### src/rtl/via_gpio_port.sv
// Pad-side companion to the VIA GPIO block: pad drive, input sync/filter,
// 6522-style read-back and sticky per-pin change flags with masked interrupt.
module via_gpio_port #(
  parameter int unsigned FILTER_LEN = 4,
  parameter int unsigned ARM_LEN    = 8
) (
  input  logic       clk6x,
  input  logic       resetn,
  input  logic [7:0] gpio_ora,
  input  logic [7:0] gpio_orb,
  input  logic [7:0] gpio_ddra,
  input  logic [7:0] gpio_ddrb,
  output logic [7:0] gpio_ira,
  output logic [7:0] gpio_irb,
  input  logic [7:0] pad_a_i,
  input  logic [7:0] pad_b_i,
  output logic [7:0] pad_a_o,
  output logic [7:0] pad_a_oe,
  output logic [7:0] pad_b_o,
  output logic [7:0] pad_b_oe,
  output logic [7:0] chg_a_o,
  output logic [7:0] chg_b_o,
  input  logic [7:0] chg_clr_a_i,
  input  logic [7:0] chg_clr_b_i,
  input  logic [7:0] irq_mask_a_i,
  input  logic [7:0] irq_mask_b_i,
  output logic       irq_o
);

  localparam int unsigned NPIN = 16;
  localparam int unsigned CW   = 8;

  // Pins are handled as one 16-bit vector: [7:0] = port A, [15:8] = port B.
  logic [NPIN-1:0]         pad_in_c;
  logic [NPIN-1:0]         ddr_c;
  logic [NPIN-1:0]         clr_c;
  logic [NPIN-1:0]         mask_c;
  logic [NPIN-1:0]         s1_q, s2_q;
  logic [NPIN-1:0]         st_q, st_d;
  logic [NPIN-1:0]         upd_c;
  logic [NPIN-1:0]         chg_q, chg_d;
  logic [NPIN-1:0][CW-1:0] cnt_q, cnt_d;
  logic [CW-1:0]           arm_q, arm_d;
  logic                    armed_c;
  logic                    irq_q, irq_d;

  assign pad_in_c = {pad_b_i, pad_a_i};
  assign ddr_c    = {gpio_ddrb, gpio_ddra};
  assign clr_c    = {chg_clr_b_i, chg_clr_a_i};
  assign mask_c   = {irq_mask_b_i, irq_mask_a_i};

  // Glitch filter: st follows s2 only after FILTER_LEN consecutive differing cycles.
  always_comb begin
    st_d  = st_q;
    cnt_d = cnt_q;
    upd_c = '0;
    for (int i = 0; i < NPIN; i++) begin
      if (s2_q[i] == st_q[i]) begin
        cnt_d[i] = '0;
      end else if (cnt_q[i] == CW'(FILTER_LEN - 1)) begin
        st_d[i]  = s2_q[i];
        cnt_d[i] = '0;
        upd_c[i] = 1'b1;
      end else begin
        cnt_d[i] = cnt_q[i] + CW'(1);
      end
    end
  end

  // Arm window keeps the post-reset filter settle from raising change flags.
  always_comb begin
    armed_c = (arm_q == CW'(ARM_LEN));
    arm_d   = armed_c ? arm_q : arm_q + CW'(1);
    chg_d   = (upd_c & ~ddr_c & {NPIN{armed_c}}) | (chg_q & ~clr_c);
    irq_d   = |(chg_q & mask_c);
  end

  always_ff @(posedge clk6x) begin
    if (!resetn) begin
      s1_q  <= '0;
      s2_q  <= '0;
      st_q  <= '0;
      cnt_q <= '0;
      arm_q <= '0;
      chg_q <= '0;
      irq_q <= 1'b0;
    end else begin
      s1_q  <= pad_in_c;
      s2_q  <= s1_q;
      st_q  <= st_d;
      cnt_q <= cnt_d;
      arm_q <= arm_d;
      chg_q <= chg_d;
      irq_q <= irq_d;
    end
  end

  assign pad_a_o  = gpio_ora;
  assign pad_a_oe = gpio_ddra;
  assign pad_b_o  = gpio_orb;
  assign pad_b_oe = gpio_ddrb;

  // PA always reads the filtered pin; PB output pins read back ORB.
  assign gpio_ira = st_q[7:0];
  assign gpio_irb = (gpio_ddrb & gpio_orb) | (~gpio_ddrb & st_q[15:8]);
  assign chg_a_o  = chg_q[7:0];
  assign chg_b_o  = chg_q[15:8];
  assign irq_o    = irq_q;

endmodule
### config.mk
export PLATFORM = sky130hd
export DESIGN_NAME = via_gpio_port
export DESIGN_NICKNAME = d
export VERILOG_FILES = /design/src/rtl/via_gpio_port.sv
export SDC_FILE = /design/constraint.sdc
export NUM_CORES = 1
export LEC_CHECK = 0
export CORE_ASPECT_RATIO = 1.2
export CORE_UTILIZATION = 35
export DETAILED_ROUTE_END_ITERATION = 12
export PLACE_DENSITY = 0.68
export SLEW_MARGIN = 5
export SYNTH_ARGS = -nofsm -noshare
export SYNTH_HDL_FRONTEND = slang
export SYNTH_SLANG_ARGS = --single-unit
export TNS_END_PERCENT = 100
### constraint.sdc
create_clock -name clk6x -period 4.2 [get_ports clk6x]
set_clock_uncertainty 0.1 [all_clocks]
set_input_delay 0.42 -clock clk6x [delete_from_list [all_inputs] [get_ports clk6x]]
set_output_delay 0.42 -clock clk6x [all_outputs]
set_load 0.05 [all_outputs]
Word-level counts from Yosys, hierarchy flattened
Cells that the tools add are included.
{"block": "word_totals", "regBits": 201, "in_bits": 82, "out_inout_bits": 65, "elab_cells": 180}
{"block": "classes", "addsub": 17, "n_eq_ne": 33, "muxes": 32, "bitwise_logic": 28, "n_reduce_logical": 33}
{"op": "$add 8x1->8 const B", "count": 17}
{"op": "$eq 8x2->1 const B", "count": 16}
{"op": "$and 16x16->16", "count": 4}
{"op": "$reduce_or 3->1", "count": 16}
{"op": "$mux 1", "count": 32}
{"op": "$not 16->16", "count": 2}
{"op": "$reduce_and 2->1", "count": 16}
{"op": "$not 1->1", "count": 17}
{"op": "$and 8x8->8", "count": 2}
{"op": "$eq 1x1->1", "count": 16}
{"op": "$or 16x16->16", "count": 1}
{"op": "$reduce_or 16->1", "count": 1}
{"op": "$eq 8x4->1 const B", "count": 1}
{"op": "$not 8->8", "count": 1}
{"op": "$or 8x8->8", "count": 1}

Longest topological paths before layout
{"block": "logic_depth", "word_depth": 6, "mapped_depth": 7}

Worst setup path before layout
Ideal clock, no wire load.
{"block": "synth_timing", "kind": "register -> register", "startpoint": "reg cnt_q[56] (netlist bit)", "endpoint": "reg chg_q[7]", "arrival_ns": 1.405, "setup_slack_ns": 2.637, "stages_incl_launch_ff": 6, "n_path_buf": 0, "period_less_slack_ns": 1.563, "cell_sequence": "dfxtp_1 -> ha_1 -> nor4b_1 -> nand2_1 -> nor4b_1 -> o21a_1"}
{"block": "synth_between", "elab_chain_cells": 6}
{"element": "start, declared", "line_no": "42", "text": "logic [NPIN-1:0][CW-1:0] cnt_q, cnt_d;"}
{"element": "start signal, assigned", "line_no": "91", "text": "cnt_q <= cnt_d;"}
{"element": "$eq 8x2->1", "line_no": "60", "text": "end else if (cnt_q[i] == CW'(FILTER_LEN - 1)) begin"}
{"element": "$mux 1", "line_no": "60"}
{"element": "$mux 1", "line_no": "58", "text": "if (s2_q[i] == st_q[i]) begin"}
{"element": "$and 16x16->16 (2 in series)", "line_no": "74", "text": "chg_d = (upd_c & ~ddr_c & {NPIN{armed_c}}) | (chg_q & ~clr_c);"}
{"element": "$or 16x16->16", "line_no": "74"}
{"element": "end signal, assigned", "line_no": "93", "text": "chg_q <= chg_d;"}
{"element": "end, declared", "line_no": "41", "text": "logic [NPIN-1:0] chg_q, chg_d;"}
Every way passes these cells.
A chain may end at the register's enable or synchronous reset.

Final worst setup path
{"block": "layout_timing", "startpoint": "in gpio_ddrb[6]", "endpoint": "out gpio_irb[6]"}
{"block": "layout_between", "elab_chain_cells": 3}
{"element": "start, declared", "line_no": "12", "text": "input logic [7:0] gpio_ddrb,"}
{"element": "$not 8->8", "line_no": "105", "text": "assign gpio_irb = (gpio_ddrb & gpio_orb) | (~gpio_ddrb & st_q[15:8]);"}
{"element": "$and 8x8->8", "line_no": "105"}
{"element": "$or 8x8->8 *", "line_no": "105"}
{"element": "end, declared", "line_no": "14", "text": "output logic [7:0] gpio_irb,"}
Every way passes the cells marked *; elsewhere a longest branch is shown, timed or not.

==> results.json <==
{
  "hold_viol_final": 0,
  "maxCapViolations": 0,
  "initial_core_util_pct": 35.8,
  "rows": 61,
  "totalWireLength_um": 15600,
  "fp.dieW_um": 143,
  "arrival_ns": 2.06,
  "antenna_cells": 0,
  "numCtsBuffers": 22,
  "fin_util_pct": 44.8,
  "cts_tree": "built",
  "clkTransAtPathRegs_ns": 0.06,
  "fin_crit_sh_pct": 61.3,
  "setup_viol": 0,
  "status": "finished clean",
  "crit_required_ns": 3.68,
  "synth_nets": 971,
  "dp_hpwl_um": 11000,
  "cts.repair.resized": 0,
  "drt-initial-drc-count": 144,
  "seqCellArea_sq_um": 4020,
  "crit_path_max_fanout": 3,
  "io_buffers": 130,
  "clockRootBuffer": "clkbuf_16",
  "leakagePower_nw": 3.88,
  "dr.pass1.iters": 4,
  "synth_cells": 871,
  "synth-seq-cells": 201,
  "multi_input_area_sq_um": 3860,
  "wl_per_cell_um": 12.0,
  "seqPwrFrac_pct": 47.7,
  "cts.path.max_buffers": 3,
  "synth_async_sr_flop_share_pct": 0,
  "syn2layout_area_growth_pct": 25.1,
  "globalRouteOverflowTotal": 0,
  "die_area_sq_um": 24300,
  "gp_congestion": 0.783,
  "intPower_w": 0.00320,
  "grt_first_pass_wirelength_um": 25600,
  "fin_crit_ns": 2.58,
  "fin_tns_setup_ns": 0,
  "drive_gt1_share_pct": 5.45,
  "nNetsFinal": 1076,
  "vias": 5927,
  "ys_warn_count": 0,
  "synth_edf_count": 0,
  "cts_setup_buffers": 0,
  "die_h_um": 171,
  "drv_slew": 0,
  "synthFlopType": "dfxtp_1",
  "drc_errors": 0,
  "combPwrFrac_pct": 5.6,
  "synth_commonest_cells": "dfxtp_1 (201), nor2_1 (146), nand3_1 (104), xor2_1 (84), buf_4 (40)",
  "slew_headroom_pct": 57.1,
  "pin_count": 147,
  "grt_antenna_before_repair": 1,
  "endpoint_kind": "primary output",
  "min_from": "s1_q[0]$_SDFF_PN0_",
  "cts.htree.levels": 1,
  "nFillCells": 2262,
  "crit_start": "gpio_ddrb[6]",
  "holdPathStages": 1,
  "synthTopCellsByArea": "dfxtp_1 (48%), xor2_1 (8.9%), nor2_1 (6.6%)",
  "syn_area_per_cell_sq_um": 9.53,
  "seq_area_frac_synth_pct": 48.5,
  "clock_sinks": 201,
  "startpoint_type": "input pin",
  "vias_per_cell": 4.54,
  "yosysMostFrequentCell": "dfxtp_1",
  "ys_types": 35,
  "holdBufCountCts": 0,
  "worst_pin_slew_ns": 0.643,
  "grt_setup_unrepaired": "false",
  "netlist_area_sq_um": 8300,
  "powerDensity_nw_per_um2": 392,
  "postRouteAntennaNets": 0,
  "grt_util_all_layers_pct": 12.9,
  "yosys.area.top_type": "dfxtp_1",
  "switchingPower_w": 0.000873,
  "fmax_ghz": 0.388,
  "timing.rr.start": "arm_q[0]$_SDFFE_PN0N_",
  "clk_latency_ns": 0.49,
  "switching_share_pct": 21.5,
  "ir_drop_uv": 327,
  "pwr-share-clk_pct": 46.7,
  "yosysTopAreaCellShare_pct": 48.5,
  "grt_start_max_net_pins": 48,
  "core_sq_um": 23200,
  "grt_pass1_vias": 5470,
  "hold_path.class": "reg2reg",
  "path_class": "in2out",
  "rr_worst_depth": 6
}
worst max-delay path, cell delays in order:
cell and delay (ns):
clkdlybuf4s50_1 0.57, mux2_2 0.37, clkdlybuf4s50_1 0.70
layout make-up:
class                      instances  area share (%)
multi-input combinational        602            37.2
timing repair buffer             131            12.7
clock inverter                     5           0.518
sequential                       201            38.8
inverter                          18           0.651
tap                              315            3.80
clock buffer                      34            6.42
state kept, by name, indices dropped and copies added, names as in the netlist:
name,cells
s2_q,16
s1_q,16
arm_q,8
cnt_q,128
st_q,16
irq_o,1
chg_q,16
path summary, 6_finish.rpt:
path | to | slack [ns]
worst max-delay path | gpio_irb[6] | 1.62
worst min-delay path | s2_q[0]$_SDFF_PN0_ | 0.33
worst max register to register | chg_q[5]$_SDFF_PN0_ | 2.17
worst min register to register | s2_q[0]$_SDFF_PN0_ | 0.33
power groups by stage:
stage | Combinational (W) | Clock (W) | Sequential [W]
after detailed placement | 0.000230 | 0 | 0.00198
after global routing | 0.000244 | 0.00206 | 0.00194
after CTS | 0.000231 | 0.00198 | 0.00194
after global placement | 0.000228 | 0 | 0.00198
after floorplan | 0.000151 | 0 | 0.00198
final | 0.000228 | 0.00190 | 0.00194
layer usage:
layer  global-route usage, %  up-vias  share of wire, %
met5                       0        -             0.083
met4                    3.79        2               1.6
met3                    2.91       23               5.6
met2                    22.1      114                46
met1                    16.2     2694                47
li1                        -     3094                 -
per-stage QoR:
step	worst slack, ns	area [sq um]	power, W	hold slack (ns)	cells
after global placement	1.60	9660	0.00221	0.314	1267
after floorplan	2.64	8300	0.00213	0.312	871
after global routing	1.57	10400	0.00424	0.340	1306
after detailed placement	1.60	9660	0.00221	0.318	1267
final	1.62	10400	0.00407	0.331	1306
after CTS	1.60	10400	0.00415	0.332	1306
layout by cell type (no fill, tap or decap), types with 7 or more instances in the layout:
cell type / n
xnor2_1: 34
mux2i_1: 10
xor2_1: 84
nand2_1: 26
inv_1: 18
and3_1: 31
ha_1: 18
nor2b_1: 25
nand3_1: 104
dfxtp_1: 201
and2_1: 35
nor4b_1: 14
a21boi_0: 7
mux2_2: 8
clkbuf_16: 23
nor4b_2: 7
o21a_1: 16
nor3_1: 8
nor2_1: 146
nor4_1: 10
clkdlybuf4s50_1: 129
logic make-up (layout without fill, tap and decap cells):
family,Yosys count,count (layout),synth area share (%)
fa+ha+maj,18,18,2.71
simple gates,414,414,25.9
xor+xnor,118,118,12.5
compound gates,34,34,3.18
mux,18,18,2.29
buf+inv,68,188,4.98
flops,201,201,48.5
(Power assumes the default switching activity.)
